--- config.mk ---
export PLATFORM = sky130hd
export DESIGN_NAME = timer_bank
export DESIGN_NICKNAME = d
export VERILOG_FILES = /design/src/rtl/timer_bank_pkg.sv /design/src/rtl/timer_channel.sv /design/src/rtl/timer_bank.sv
export SDC_FILE = /design/constraint.sdc
export NUM_CORES = 1
export LEC_CHECK = 0
export CORE_AREA = 2 2 277 279
export DETAILED_ROUTE_END_ITERATION = 10
export DIE_AREA = 0 0 279 281
export HOLD_SLACK_MARGIN = 0.06
export PLACE_DENSITY = 0.61
export SETUP_SLACK_MARGIN = 0.2
export SLEW_MARGIN = 25
export SYNTH_ARGS = -nofsm -noshare
export SYNTH_HDL_FRONTEND = slang
export SYNTH_SLANG_ARGS = --single-unit
--- constraint.sdc ---
create_clock -name clk_i -period 2.3 [get_ports clk_i]
set_input_delay 0.46 -clock clk_i [delete_from_list [all_inputs] [get_ports clk_i]]
set_output_delay 0.46 -clock clk_i [all_outputs]
set_load 0.01 [all_outputs]
--- src/rtl/timer_bank_pkg.sv ---
// Shared constants for the timer bank: channel state encoding, default widths
// and the channel run-state transition rule.
package timer_bank_pkg;

  localparam int unsigned TIMER_BITWIDTH_DEF     = 32;
  localparam int unsigned NB_CAPTURES_DEF        = 10;
  localparam int unsigned PRESCALER_BITWIDTH_DEF = 8;

  typedef enum logic [1:0] {
    TIMER_STOPPED = 2'b00,
    TIMER_RUNNING = 2'b01,
    TIMER_PAUSED  = 2'b10
  } timer_state_e;

  // Enable-driven transition; clear handling is done by the caller.
  function automatic timer_state_e timer_next_state(timer_state_e cur, logic en);
    timer_state_e nxt;
    nxt = cur;
    case (cur)
      TIMER_STOPPED: nxt = en ? TIMER_RUNNING : TIMER_STOPPED;
      TIMER_RUNNING: nxt = en ? TIMER_RUNNING : TIMER_PAUSED;
      TIMER_PAUSED:  nxt = en ? TIMER_RUNNING : TIMER_PAUSED;
      default:       nxt = TIMER_STOPPED;
    endcase
    return nxt;
  endfunction

endpackage

--- src/rtl/timer_channel.sv ---
// One timer channel: run-state machine plus loadable counter advanced by the
// shared tick, with a one-cycle wrap pulse.
module timer_channel
  import timer_bank_pkg::*;
#(
  parameter int unsigned TIMER_BITWIDTH = TIMER_BITWIDTH_DEF
) (
  input  logic                      clk_i,
  input  logic                      rst_an_i,
  input  logic                      rst_i,
  input  logic                      tick_i,
  input  logic                      en_i,
  input  logic                      clr_i,
  input  logic                      load_i,
  input  logic [TIMER_BITWIDTH-1:0] load_value_i,
  output logic [TIMER_BITWIDTH-1:0] counter_o,
  output logic                      wrap_o,
  output logic                      running_o
);

  timer_state_e state_q;
  timer_state_e state_d;

  assign state_d = clr_i ? TIMER_STOPPED : timer_next_state(state_q, en_i);

  // Priority: soft clear > channel clear > load > increment.
  always_ff @(posedge clk_i or negedge rst_an_i) begin
    if (!rst_an_i) begin
      state_q   <= TIMER_STOPPED;
      counter_o <= '0;
      wrap_o    <= 1'b0;
      running_o <= 1'b0;
    end else if (rst_i) begin
      state_q   <= TIMER_STOPPED;
      counter_o <= '0;
      wrap_o    <= 1'b0;
      running_o <= 1'b0;
    end else begin
      state_q   <= state_d;
      running_o <= (state_d == TIMER_RUNNING);
      wrap_o    <= 1'b0;
      if (clr_i) begin
        counter_o <= '0;
      end else if (load_i) begin
        counter_o <= load_value_i;
      end else if ((state_q == TIMER_RUNNING) && tick_i) begin
        counter_o <= counter_o + TIMER_BITWIDTH'(1);
        wrap_o    <= &counter_o;
      end
    end
  end

endmodule

--- src/rtl/timer_bank.sv ---
// Bank of independent timer channels sharing one prescaler that produces the
// count tick every prescale_i+1 enabled cycles.
module timer_bank
  import timer_bank_pkg::*;
#(
  parameter int unsigned TIMER_BITWIDTH     = TIMER_BITWIDTH_DEF,
  parameter int unsigned NB_CAPTURES        = NB_CAPTURES_DEF,
  parameter int unsigned PRESCALER_BITWIDTH = PRESCALER_BITWIDTH_DEF
) (
  input  logic                                  clk_i,
  input  logic                                  rst_an_i,
  input  logic                                  rst_i,
  input  logic [PRESCALER_BITWIDTH-1:0]         prescale_i,
  input  logic [NB_CAPTURES-1:0]                timer_en_i,
  input  logic [NB_CAPTURES-1:0]                timer_clr_i,
  input  logic [NB_CAPTURES-1:0]                load_i,
  input  logic [TIMER_BITWIDTH*NB_CAPTURES-1:0] load_value_i,
  output logic [TIMER_BITWIDTH*NB_CAPTURES-1:0] counter_o,
  output logic [NB_CAPTURES-1:0]                wrap_o,
  output logic [NB_CAPTURES-1:0]                running_o
);

  logic [PRESCALER_BITWIDTH-1:0] presc_q;
  logic                          any_en_c;
  logic                          tick_c;

  assign any_en_c = |timer_en_i;
  // >= compare so a lowered divisor ticks at once instead of waiting for a wrap.
  assign tick_c   = any_en_c && (presc_q >= prescale_i);

  always_ff @(posedge clk_i or negedge rst_an_i) begin
    if (!rst_an_i) begin
      presc_q <= '0;
    end else if (rst_i || !any_en_c || tick_c) begin
      presc_q <= '0;
    end else begin
      presc_q <= presc_q + PRESCALER_BITWIDTH'(1);
    end
  end

  for (genvar i = 0; i < NB_CAPTURES; i++) begin : g_ch
    timer_channel #(
      .TIMER_BITWIDTH(TIMER_BITWIDTH)
    ) u_ch (
      .clk_i       (clk_i),
      .rst_an_i    (rst_an_i),
      .rst_i       (rst_i),
      .tick_i      (tick_c),
      .en_i        (timer_en_i[i]),
      .clr_i       (timer_clr_i[i]),
      .load_i      (load_i[i]),
      .load_value_i(load_value_i[i*TIMER_BITWIDTH +: TIMER_BITWIDTH]),
      .counter_o   (counter_o[i*TIMER_BITWIDTH +: TIMER_BITWIDTH]),
      .wrap_o      (wrap_o[i]),
      .running_o   (running_o[i])
    );
  end

endmodule

# Yosys cells after proc, flatten, opt, wreduce, memory -nomap -nowiden
# Cells that the tools add are included.
# totals
ff_bits,368
output_inout_bits,340
wordCells,279
# classes
n_addsub,11
magnitude_cmp,1
eq_ne,30
muxes,141
n_reduce_logical,55
# ops
op,count
32-bit 2-to-1 mux,40
"32-bit by 1-bit adder with 32-bit output, second input constant",10
32-bit AND reduction,10
1-bit 2-to-1 mux,60
2-bit 2-to-1 mux,30
"2-bit by 1-bit equality test with 1-bit output, second input constant",20
2-bit case mux with 2 select lines,10
4-bit nonzero test,10
"2-bit equality test, second input constant",10
2-bit logical NOT,10
2-bit OR reduction,10
1-bit logical AND,11
10-bit OR reduction,1
"8-bit by 1-bit adder with 8-bit output, second input constant",1
8-bit >= comparator,1
8-bit 2-to-1 mux,1
1-bit logical OR,2
1-bit logical NOT,1

# Depth between registers and ports, before layout
# depth
depth_word,7
depth_mapped,11

# By module
# Synthesis repeated with hierarchy kept, for this count alone.
# hier_totals
hier_cells,2437
hier_area_um2,22595.4
# modules_own_cells
module,instances,cells_per_inst,area_per_inst_um2
timer_channel at g_ch[0].u_ch ...,8,236,2208.4
timer_channel at g_ch[9].u_ch,1,253,2212.1
timer_channel at g_ch[3].u_ch,1,235,2143.3
timer_bank,1,61,573.0

# Worst setup path after synthesis
# OpenSTA, ideal clock, no wires.
# synth_timing
path_kind,input port to flip-flop
from,input prescale_i[5]
to,register g_ch[7].u_ch.counter_o[18]
setup_ns,0.137
arrival_ns,2.427
required_ns,2.163
path_slack_ns,-0.264
path_stages,10
path_cell_list,inv_1 ha_1 a211oi_1 o21bai_1 a21oi_2 clkbuf_1 clkbuf_1 nor4_1 xnor2_1 a21oi_1
# synth_via
elab_chain_cells,4
# synth_rtl
element,line_no,text
start: declaration,timer_bank.sv:13,"input logic [PRESCALER_BITWIDTH-1:0] prescale_i,"
8-bit >= comparator,timer_bank.sv:29,assign tick_c = any_en_c && (presc_q >= prescale_i);
1-bit logical AND,timer_bank.sv:29,
1-bit logical AND,timer_channel.sv:46,end else if ((state_q == TIMER_RUNNING) && tick_i) begin
4-bit nonzero test (no source line),--,
end signal: assignment,timer_channel.sv:45,counter_o <= load_value_i;
end signal: assignment,timer_channel.sv:47,counter_o <= counter_o + TIMER_BITWIDTH'(1);
end: declaration,timer_channel.sv:16,"output logic [TIMER_BITWIDTH-1:0] counter_o,"
# Every way passes these cells.
# A chain may end at the register's enable or synchronous reset.

# Worst setup path after layout
# layout_timing
from,register presc_q[5]
to,register g_ch[2].u_ch.counter_o[16]
# layout_via
elab_chain_cells,4
# layout_rtl
element,line_no,text
start: declaration,timer_bank.sv:23,logic [PRESCALER_BITWIDTH-1:0] presc_q;
start signal: assignment,timer_bank.sv:37,presc_q <= presc_q + PRESCALER_BITWIDTH'(1);
8-bit >= comparator,timer_bank.sv:29,
1-bit logical AND,timer_bank.sv:29,
1-bit logical AND,timer_channel.sv:46,
4-bit nonzero test (no source line),--,
end signal: assignment,timer_channel.sv:45,
end signal: assignment,timer_channel.sv:47,
end: declaration,timer_channel.sv:16,
# Every way passes these cells.

==> impl_metrics.env <==
export IMPL_outcome="finished, violations left"
export IMPL_violations="negative setup slack"
export IMPL_register_area_um2=9240
export IMPL_portBuffers=700
export IMPL_max_cap_viol_count=0
export IMPL_die_h_um=281
export IMPL_die_w_um=279
export IMPL_cts_tree="yes"
export IMPL_cts_root_buffer="clkbuf_16"
export IMPL_finalCritPeriodShare_pct=109
export IMPL_grt_pass1_wl_um=160000
export IMPL_wirelength_um=112000
export IMPL_grt_pass1_vias=24900
export IMPL_dpl_hpwl_um=81700
export IMPL_initial_core_util_pct=29.8
export IMPL_wire_per_inst_um=23.9
export IMPL_grt_use_total_pct=26.5
export IMPL_critical_path_required_ps=2810
export IMPL_numCtsBuffers=47
export IMPL_numClockSinks=368
export IMPL_clk_latency_ps=590
export IMPL_cts_buffer_depth=3
export IMPL_synthTopCellsByArea="dfrtp_1 41%, o21ai_0 7.3%, xnor2_1 5.6%"
export IMPL_avgSynthCellArea_um2=8.65
export IMPL_setup_slack_ps=-202
export IMPL_area_growth_syn_to_layout_pct=78.7
export IMPL_drcViolationCount=0
export IMPL_synth_seq_cells=368
export IMPL_ys_types=72
export IMPL_drive_above_1_share_pct=25.8
export IMPL_crit_slowest_cell="dfrtp_1"
export IMPL_crit_arrival_ps=3010
export IMPL_worstSetupPathType="flip-flop to flip-flop"
export IMPL_crit_chain="ha_4, a211oi_4, o21ba_4, a21boi_4, buf_12, buf_12, nand4_1, buf_4, or3_4, a31oi_1"
export IMPL_fin_crit_ps=2500
export IMPL_yosysMostFrequentCell="dfrtp_1"
export IMPL_synth_top_area_cell="dfrtp_1"
export IMPL_vias_per_cell=5.53
export IMPL_coreArea_um2=75400
export IMPL_fmax_mhz=400
export IMPL_synthCells=2601
export IMPL_pin_count=701
export IMPL_setup_viol=217
export IMPL_cp_start_kind="flip-flop"
export IMPL_rows=101
export IMPL_maxSlewHeadroom_pct=55.5
export IMPL_ant_nets=0
export IMPL_synth_seq_area_share_pct=41.0
export IMPL_clkTransAtPathRegs_ps=60
export IMPL_place_congestion=0.963
export IMPL_synth_warnings=0
export IMPL_dieArea_um2=78400
export IMPL_synth_ff_type="dfrtp_1"
export IMPL_fill_cells=6745
export IMPL_grt_start_max_net_pins=65
export IMPL_path_common_cell="buf_12"
export IMPL_finish_utilization_pct=53.3
export IMPL_ir_drop_v=0.000576
export IMPL_post_place_ws_ps=-944
export IMPL_finalMaxSlewViolations=0
export IMPL_hold_violations=0
export IMPL_worst_setup_path_end_kind="flip-flop"
export IMPL_cp_max_fo=7
export IMPL_synth_common_cells="368 x dfrtp_1, 327 x o21ai_0, 217 x a21oi_1"
export IMPL_cp_top_family="compound AO/OA/AOI/OAI gates"
export IMPL_rsz0062_at_grt="true"
export IMPL_p_per_area_nw_per_um2=462
export IMPL_netlist_area_um2=22500
export IMPL_synthesis_nets=3011
export IMPL_synth_top_area_share_pct=41.0
export IMPL_crit_path_max_incr_delay_ps=420
export IMPL_synth_async_reset_ratio_pct=100
export IMPL_leakage_nw=17.4
export IMPL_crit_buf_inv=3
export IMPL_dr_total_vias=26000
export IMPL_multi_input_area_um2=15100
export IMPL_synth_edff_count=0
export IMPL_grt_overflow_total=0
export IMPL_worst_pin_slew_ps=661
export IMPL_cts_htree_levels=2
export IMPL_fin_nets=4079
export IMPL_antenna_found_initial=18
export IMPL_drtIter0Drc=1974
export IMPL_dr_pass1_iters=6
export IMPL_finClkSkew_ps=15.0
export IMPL_hp_class="input pin to async pin"
==> flip-flops by register name (all words and copies together) (netlist names) <==
register,cells
g_ch.u_ch.wrap_o,10
g_ch.u_ch.counter_o,320
g_ch.u_ch.state_q,20
g_ch.u_ch.running_o,10
presc_q,8
==> layout make-up <==
cell class              instances  area share (%)
diodes                         11          0.0685
clock buffers                  74            3.53
clock inverters                11           0.361
inverters                      78           0.778
multi-input cells            1975            37.5
flip-flops and latches        368            23.0
well taps                     978            3.05
repair buffers               1199            31.7
==> kinds of logic (layout without fill, tap and decap cells) <==
kind of cell	Yosys count	after routing	share of synthesized area, %
mux	12	12	0.556
xor+xnor	205	205	7.98
flops	368	368	41.0
other cells	0	11	0
fa+ha+maj	49	49	2.73
buf+inv	258	1362	4.85
simple gates	985	985	24.6
compound gates	724	724	18.3
==> through the flow <==
| stage | hold slack [ps] | instances | area, um^2 | power, mW | TNS (ps) |
|---|---|---|---|---|---|
| final | 419 | 4694 | 40200 | 18.6 | -14450 |
| after detailed placement | 435 | 4479 | 34600 | 10.3 | -247240 |
| after floorplan | 164 | 2601 | 24200 | 8.25 | 0 |
| after global placement | 433 | 4479 | 34600 | 10.3 | -237900 |
| after CTS | 393 | 4612 | 37300 | 18.3 | -8640 |
| after global routing | 419 | 4692 | 40200 | 19.2 | -37890 |
==> worst paths after layout <==
path                            depth (start not counted)                  startpoint  slack [ps]                         end
worst min-delay path                                    2                    rst_an_i         420   g_ch[2].u_ch.counter_o[8]
worst max register to register                         10                  presc_q[5]        -200  g_ch[2].u_ch.counter_o[16]
max in group asynchronous                               3                    rst_an_i        1110  g_ch[5].u_ch.counter_o[24]
worst max-delay path                                   10                  presc_q[5]        -200  g_ch[2].u_ch.counter_o[16]
min in group clk_i                                      3           load_value_i[111]         440  g_ch[3].u_ch.counter_o[15]
worst min register to register                          2  g_ch[9].u_ch.counter_o[31]         580         g_ch[9].u_ch.wrap_o
==> routing by layer <==
layer	global-route usage, %	up-vias	wire length, um
met5	0	-	83
met4	10.1	14	4480
li1	-	11900	-
met2	44.7	1080	54400
met1	32.7	12800	44100
met3	6.09	225	8910
==> worst reg2reg max path: stages, from the launching register on <==
cell and delay, ps:
dfrtp_1 420, ha_4 300, a211oi_4 70, o21ba_4 250, a21boi_4 150, buf_12 140, buf_12 140, nand4_1 240
buf_4 240, or3_4 320, a31oi_1 160
==> layout by cell type (no fill, tap or decap), drive strengths merged, types with 53 or more instances in the layout <==
cell,netlist,final
a21oi,218,218
a31oi,53,53
buf,56,487
clkbuf,124,86
clkdlybuf4s50,0,604
dfrtp,368,368
dlymetal6s2s,0,91
inv,74,77
nand2,167,167
nand3,141,141
nand4,130,130
nor2,109,109
nor3,88,88
nor4,128,128
o21ai,331,331
xnor2,145,145
xor2,60,60
==> power breakdown <==
group          internal [mW]  switching, mW  total, mW
Clock                   4.55           3.12       7.67
Combinational           2.00           1.87       3.87
Sequential              6.71          0.297       7.01
Total                   13.3           5.29       18.6
==> timing repair <==
item / in CTS / in global routing
pin swaps: 108 / 347
hold buffers: 1 / 0
hold endpoints to repair: 32 / 0
cloned: 9 / 16
setup endpoints to repair: 511 / 578
gates resized for setup: 126 / 477
buffers inserted: 38 / 55
Power figures use the tool's default switching activity.
